===== config.mk =====
export PLATFORM = sky130hd
export DESIGN_NAME = reg_bank_responder
export DESIGN_NICKNAME = d
export VERILOG_FILES = /design/src/rtl/asyncarm_pkg.sv /design/src/rtl/toggle_sync.sv /design/src/rtl/reg_bank_responder.sv
export SDC_FILE = /design/constraint.sdc
export NUM_CORES = 1
export LEC_CHECK = 0
export CAP_MARGIN = 0
export CORE_ASPECT_RATIO = 1.4
export CORE_MARGIN = 2
export CORE_UTILIZATION = 58
export DETAILED_ROUTE_END_ITERATION = 10
export DONT_BUFFER_PORTS = 1
export GPL_ROUTABILITY_DRIVEN = 0
export PLACE_DENSITY = 0.83
export SLEW_MARGIN = 20
export SYNTH_ARGS = -nofsm -noshare
export SYNTH_HDL_FRONTEND = slang
export SYNTH_SLANG_ARGS = --single-unit

===== constraint.sdc =====
create_clock -name clk -period 18.38 [get_ports clk]
set_clock_uncertainty 0.05 [all_clocks]
set_input_delay 1.838 -clock clk [delete_from_list [all_inputs] [get_ports clk]]
set_output_delay 1.838 -clock clk [all_outputs]
set_load 0.1 [all_outputs]

===== src/rtl/asyncarm_pkg.sv =====
// Shared types for the decode <-> register-bank operand-fetch path.
// Register index/word types and the register-bank read FSM encoding.
package asyncarm_pkg;

    localparam int NUM_ARCH_REGS = 16;
    localparam int WORD_W        = 32;

    typedef logic [3:0]        reg_idx_t;
    typedef logic [WORD_W-1:0] word_t;

    typedef enum logic [1:0] {
        RB_IDLE,
        RB_CAPTURE,
        RB_RESPOND
    } rb_state_t;

endpackage


===== src/rtl/toggle_sync.sv =====
// Level synchroniser for a two-phase request toggle: SYNC_STAGES flops, output is the synced level.
// Latency SYNC_STAGES clk edges; no backpressure (pure level follower).
module toggle_sync #(
    parameter int SYNC_STAGES = 2
) (
    input  logic clk,
    input  logic reset,
    input  logic tog_i,
    output logic tog_o
);

    logic [SYNC_STAGES-1:0] sync_q;

    always_ff @(posedge clk or posedge reset) begin
        if (reset) begin
            sync_q <= '0;
        end else begin
            sync_q <= {sync_q[SYNC_STAGES-2:0], tog_i};
        end
    end

    assign tog_o = sync_q[SYNC_STAGES-1];

endmodule


===== src/rtl/reg_bank_responder.sv =====
// Register bank answering two-phase read requests from decode and two-phase write-backs.
// Read: toggle -> readyOutRB high after SYNC_STAGES+3 edges; a toggle before ready returns is not queued.
import asyncarm_pkg::*;

module reg_bank_responder #(
    parameter int NUM_REGS    = NUM_ARCH_REGS,
    parameter int DATA_W      = WORD_W,
    parameter int SYNC_STAGES = 2
) (
    input  logic              clk,
    input  logic              reset,
    input  logic              triggerInRB,
    input  logic [31:0]       addrInRB,
    output logic [DATA_W-1:0] dataOutRB,
    output logic              readyOutRB,
    input  logic              wrTriggerIn,
    input  logic [3:0]        wrAddrIn,
    input  logic [DATA_W-1:0] wrDataIn,
    output logic              wrAckOut
);

    logic              rd_sync;
    logic              wr_sync;
    logic              wr_commit;
    logic              unused_addr_bits;

    rb_state_t         state_q, state_d;
    logic              ready_q, ready_d;
    logic              rd_phase_q, rd_phase_d;
    logic              wr_phase_q;
    reg_idx_t          idx_q, idx_d;
    logic [DATA_W-1:0] data_q, data_d;
    logic [DATA_W-1:0] regs_q [NUM_REGS];

    toggle_sync #(.SYNC_STAGES(SYNC_STAGES)) u_rd_sync (
        .clk   (clk),
        .reset (reset),
        .tog_i (triggerInRB),
        .tog_o (rd_sync)
    );

    toggle_sync #(.SYNC_STAGES(SYNC_STAGES)) u_wr_sync (
        .clk   (clk),
        .reset (reset),
        .tog_i (wrTriggerIn),
        .tog_o (wr_sync)
    );

    assign unused_addr_bits = ^addrInRB[31:4];
    assign wr_commit        = (wr_sync != wr_phase_q);

    // Phase compare against the raw toggle kills ready the moment a new request is raised.
    assign readyOutRB = ready_q & (triggerInRB == rd_phase_q);
    assign dataOutRB  = data_q;
    assign wrAckOut   = wr_phase_q;

    always_comb begin
        state_d    = state_q;
        ready_d    = ready_q;
        rd_phase_d = rd_phase_q;
        idx_d      = idx_q;
        data_d     = data_q;
        case (state_q)
            RB_IDLE: begin
                if (rd_sync != rd_phase_q) begin
                    state_d = RB_CAPTURE;
                    ready_d = 1'b0;
                end
            end
            RB_CAPTURE: begin
                idx_d   = addrInRB[3:0];
                state_d = RB_RESPOND;
            end
            RB_RESPOND: begin
                // Write-first: a commit landing on this edge to the same register wins.
                if (wr_commit && (wrAddrIn == idx_q)) begin
                    data_d = wrDataIn;
                end else begin
                    data_d = regs_q[idx_q];
                end
                rd_phase_d = ~rd_phase_q;
                ready_d    = 1'b1;
                state_d    = RB_IDLE;
            end
            default: begin
                state_d = RB_IDLE;
            end
        endcase
    end

    always_ff @(posedge clk or posedge reset) begin
        if (reset) begin
            state_q    <= RB_IDLE;
            ready_q    <= 1'b1;
            rd_phase_q <= 1'b0;
            idx_q      <= '0;
            data_q     <= '0;
        end else begin
            state_q    <= state_d;
            ready_q    <= ready_d;
            rd_phase_q <= rd_phase_d;
            idx_q      <= idx_d;
            data_q     <= data_d;
        end
    end

    always_ff @(posedge clk or posedge reset) begin
        if (reset) begin
            wr_phase_q <= 1'b0;
            for (int i = 0; i < NUM_REGS; i++) begin
                regs_q[i] <= '0;
            end
        end else if (wr_commit) begin
            wr_phase_q       <= ~wr_phase_q;
            regs_q[wrAddrIn] <= wrDataIn;
        end
    end

endmodule


==> metrics.log <==
[metrics] share of Yosys cell area claimed by the top area cell type: 55.2%
[metrics] number of levels the H-tree was split into: 2
[metrics] Crit path largest cell delay: 0.82 ns
[metrics] areal power density over the cells: 164 nW/um^2
[metrics] top_reg_cell synth: sky130_fd_sc_hd__dfrtp_1
[metrics] warnings from Yosys: 0
[metrics] Initial Util: 58.6%
[metrics] total I/O pin count: 106
[metrics] cells taking the most area after synthesis: sky130_fd_sc_hd__dfrtp_1, sky130_fd_sc_hd__mux2_2, sky130_fd_sc_hd__mux4_2, sky130_fd_sc_hd__mux2i_1, sky130_fd_sc_hd__a221oi_1
[metrics] die height: 251 um
[metrics] clock-pin slew reported for the worst setup and hold paths after clock tree synthesis: 0.06 ns
[metrics] layout net count: 1654
[metrics] status: finished, final reports clean
[metrics] Die Width: 180 um
[metrics] final core utilization: 63.1%
[metrics] cell row count: 90
[metrics] final-report max-slew violation count: 0
[metrics] Die ar.: 45200 um^2
[metrics] total standard cell area after synthesis: 25200 um^2
[metrics] total track usage: 26.1%
[metrics] Worst EP arrival: 2.80 ns
[metrics] top-count cell post-synth: sky130_fd_sc_hd__dfrtp_1
[metrics] growth of design area from synthesis to finish: 7.69%
[metrics] half-perimeter wire length of the detailed placement result: 31500 um
[metrics] largest net degree at the start of global routing: 125
[metrics] setup TNS after final layout: 0 ns
[metrics] cell-by-cell listing of the critical path: xor2_1 > nor2_2
[metrics] detailed-routing iteration count for the pre-antenna-repair pass: 5
[metrics] floorplan core area: 43000 um^2
[metrics] Cell variety after synth: 34
[metrics] number of enable-type register cells in the synthesized netlist: 0
[metrics] post-CTS repair timing setup buffer count: 0
[metrics] Reg2Reg Launch Point: wrAckOut$_DFFE_PP0P_
[metrics] antenna violation net count after detailed routing: 0
[metrics] share of synthesized area occupied by flip-flops and latches: 55.3%
[metrics] worst hold endpoint: u_rd_sync.sync_q[1]$_DFF_PP0_
[metrics] critical path buffer and inverter count: 0
[metrics] final count of negative-setup-slack endpoints: 0
[metrics] depth of the most critical reg-to-reg path: 6
[metrics] time the final worst path needs with I/O delays and setup: 4.69 ns
[metrics] r2r endpoint: regs_q[59]$_DFFE_PP0P_
[metrics] DRC violation count after routing: 0
[metrics] insertion delay to the later sink of the worst-skew pair: 0.57 ns
[metrics] Worst Hold Class: reg2reg
[metrics] CP delay by family, top: simple AND/OR/NAND/NOR gates
[metrics] P_leak: 0.0116 uW
[metrics] fill count: 3004
[metrics] number of maximum-capacitance violations: 0
[metrics] total number of vias: 14300
[metrics] global-route wire length before repair: 91000 um
[metrics] CTS tree: built
[metrics] total clock buffers created by CTS: 51
[metrics] most frequent cells after synthesis: sky130_fd_sc_hd__dfrtp_1, sky130_fd_sc_hd__mux2_2, sky130_fd_sc_hd__mux4_2, sky130_fd_sc_hd__clkbuf_1, sky130_fd_sc_hd__mux2i_1
[metrics] layout cells sized above 1: 47.5%
[metrics] Period Utilization, post-route: 25.5%
[metrics] number of antenna diodes: 0
[metrics] iteration-0 DRC count of the detailed router: 1166
[metrics] register bit total from synthesis: 557
[metrics] Fmax achieved: 213 MHz
[metrics] number of input and output port buffers inserted: 0
[metrics] Cells after Synth: 1655
[metrics] setup repair after global routing missed its margin: false
[metrics] Worst Path Class, Setup: in2out
[metrics] transition time of the tightest slew-check pin: 1.17 ns
[metrics] number of buffers inserted by hold repair at cts: 0
[metrics] number of global-route vias before repair: 15900
[metrics] leading area contributor after synthesis: sky130_fd_sc_hd__dfrtp_1
[metrics] Clock Tree Root: sky130_fd_sc_hd__clkbuf_16
[metrics] Worst setup EP type: primary output
[metrics] proportion of register bits with asynchronous set or reset after synthesis: 100%
[metrics] required time of the worst setup path: 16.49 ns
[metrics] worst reg2reg setup slack: 14.70 ns
[metrics] Worst slew margin: 22.0%
[metrics] Hold Path Depth: 0
[metrics] antenna violations before repair: 0
[metrics] total overflow reported by the global router: 0
[metrics] average footprint of a synthesized cell: 15.2 um^2
[metrics] critical hold path startpoint: u_rd_sync.sync_q[0]$_DFF_PP0_
[metrics] slowest stage cell on the critical path: sky130_fd_sc_hd__nor2_2
[metrics] startpoint kind of the worst setup timing path: input port
[metrics] Sink Count: 557
[metrics] total nets after synthesis: 1727
[metrics] Max Fanout on Critical Path: 2
[metrics] deepest clock path buffer count: 3
[metrics] final number of hold-violating endpoints: 0
[metrics] worst-case vdd ir drop: 0.0892 mV
[metrics] mean number of vias per cell: 6.58
[metrics] Routed WL per cell: 26.7 um
[metrics] number of gates resized after cts: 0
[metrics] DRT Wirelength: 57900 um
==> flip-flops by register name, indices dropped and copies added (netlist names) <==
name	cells
state_q	2
ready_q	1
u_wr_sync.sync_q	2
rd_phase_q	1
dataOutRB	32
wrAckOut	1
u_rd_sync.sync_q	2
regs_q	512
idx_q	4
==> logic make-up (layout without fill, tap and decap cells) <==
group	count (synthesis)	in the layout	share of synthesized area (%)
muxes	708	708	35.6
DFF	557	557	55.3
buffers and inverters	157	122	3.10
AOI/OAI and AO/OA	130	130	3.71
and+or+nand+nor	95	95	2.03
xor gates and xnor gates	8	8	0.308
==> power by group <==
group          switching (uW)  internal, uW  total [uW]
Sequential                503          1580        2080
Clock                     451           610        1060
Combinational             597           729        1330
Total                    1550          2920        4470
==> routing by layer <==
metal	vias up	wire length, um	GRT usage (%)
met1	7744	21800	31.7
met2	431	30800	46.2
met3	105	3660	4.91
met4	0	1680	9.98
met5	-	0	0
li1	6007	-	-
==> worst max path at each step <==
| stage | endpoint | slack, ns | cells after the start | from |
|---|---|---|---|---|
| after global routing | readyOutRB | 13.68 | 2 | triggerInRB |
| after detailed placement | readyOutRB | 13.68 | 2 | triggerInRB |
| after floorplan | dataOutRB[0]$_DFFE_PP0P_ | 0.92 | 1 | reset |
| after CTS | readyOutRB | 13.68 | 2 | triggerInRB |
| after global placement | readyOutRB | 13.68 | 2 | triggerInRB |
| final | readyOutRB | 13.69 | 2 | triggerInRB |
==> per-stage QoR <==
stage	setup WS, ns	hold WS [ns]	cell area, um^2	power [uW]	instances
floorplan	0.918	0.281	25200	3110	1655
global placement	13.68	0.283	25400	3350	2080
detailed placement	13.68	0.291	25400	3420	2080
CTS	13.68	0.307	27100	4490	2171
global route	13.68	0.313	27200	4670	2172
finish	13.69	0.304	27200	4470	2172
==> placed cells by master (no fill, tap or decap), types with 2 or more instances in the layout <==
| master | synthesis | routed |
|---|---|---|
| sky130_fd_sc_hd__a221oi_1 | 32 | 32 |
| sky130_fd_sc_hd__a31oi_1 | 32 | 32 |
| sky130_fd_sc_hd__and3_2 | 0 | 2 |
| sky130_fd_sc_hd__buf_4 | 23 | 27 |
| sky130_fd_sc_hd__bufinv_16 | 0 | 3 |
| sky130_fd_sc_hd__clkbuf_1 | 73 | 14 |
| sky130_fd_sc_hd__clkbuf_16 | 0 | 51 |
| sky130_fd_sc_hd__clkbuf_8 | 0 | 14 |
| sky130_fd_sc_hd__clkinv_2 | 0 | 5 |
| sky130_fd_sc_hd__clkinvlp_4 | 0 | 2 |
| sky130_fd_sc_hd__dfrtp_1 | 556 | 552 |
| sky130_fd_sc_hd__dfrtp_2 | 0 | 2 |
| sky130_fd_sc_hd__dfrtp_4 | 0 | 2 |
| sky130_fd_sc_hd__inv_6 | 0 | 2 |
| sky130_fd_sc_hd__mux2_1 | 11 | 11 |
| sky130_fd_sc_hd__mux2_2 | 537 | 537 |
| sky130_fd_sc_hd__mux2i_1 | 64 | 64 |
| sky130_fd_sc_hd__mux4_2 | 96 | 96 |
| sky130_fd_sc_hd__nand2_1 | 42 | 33 |
| sky130_fd_sc_hd__nand2_2 | 0 | 7 |
| sky130_fd_sc_hd__nand2_4 | 0 | 2 |
| sky130_fd_sc_hd__nand2b_1 | 33 | 32 |
| sky130_fd_sc_hd__nor2b_1 | 6 | 3 |
| sky130_fd_sc_hd__nor2b_4 | 0 | 3 |
| sky130_fd_sc_hd__nor3b_2 | 2 | 2 |
| sky130_fd_sc_hd__o21ai_0 | 33 | 33 |
| sky130_fd_sc_hd__o41ai_1 | 32 | 32 |
| sky130_fd_sc_hd__xnor2_1 | 6 | 6 |
==> cell type report <==
| type | count | area [um^2] | share of cell area [%] |
|---|---|---|---|
| multi-input combinational | 941 | 10600 | 39.0 |
| inverter | 2 | 15.0 | 0.0553 |
| clock inverter | 12 | 148 | 0.544 |
| timing repair buffer | 29 | 241 | 0.889 |
| sequential | 557 | 13900 | 51.4 |
| tap | 552 | 691 | 2.54 |
| clock buffer | 79 | 1520 | 5.60 |
Power figures use the tool's default switching activity.
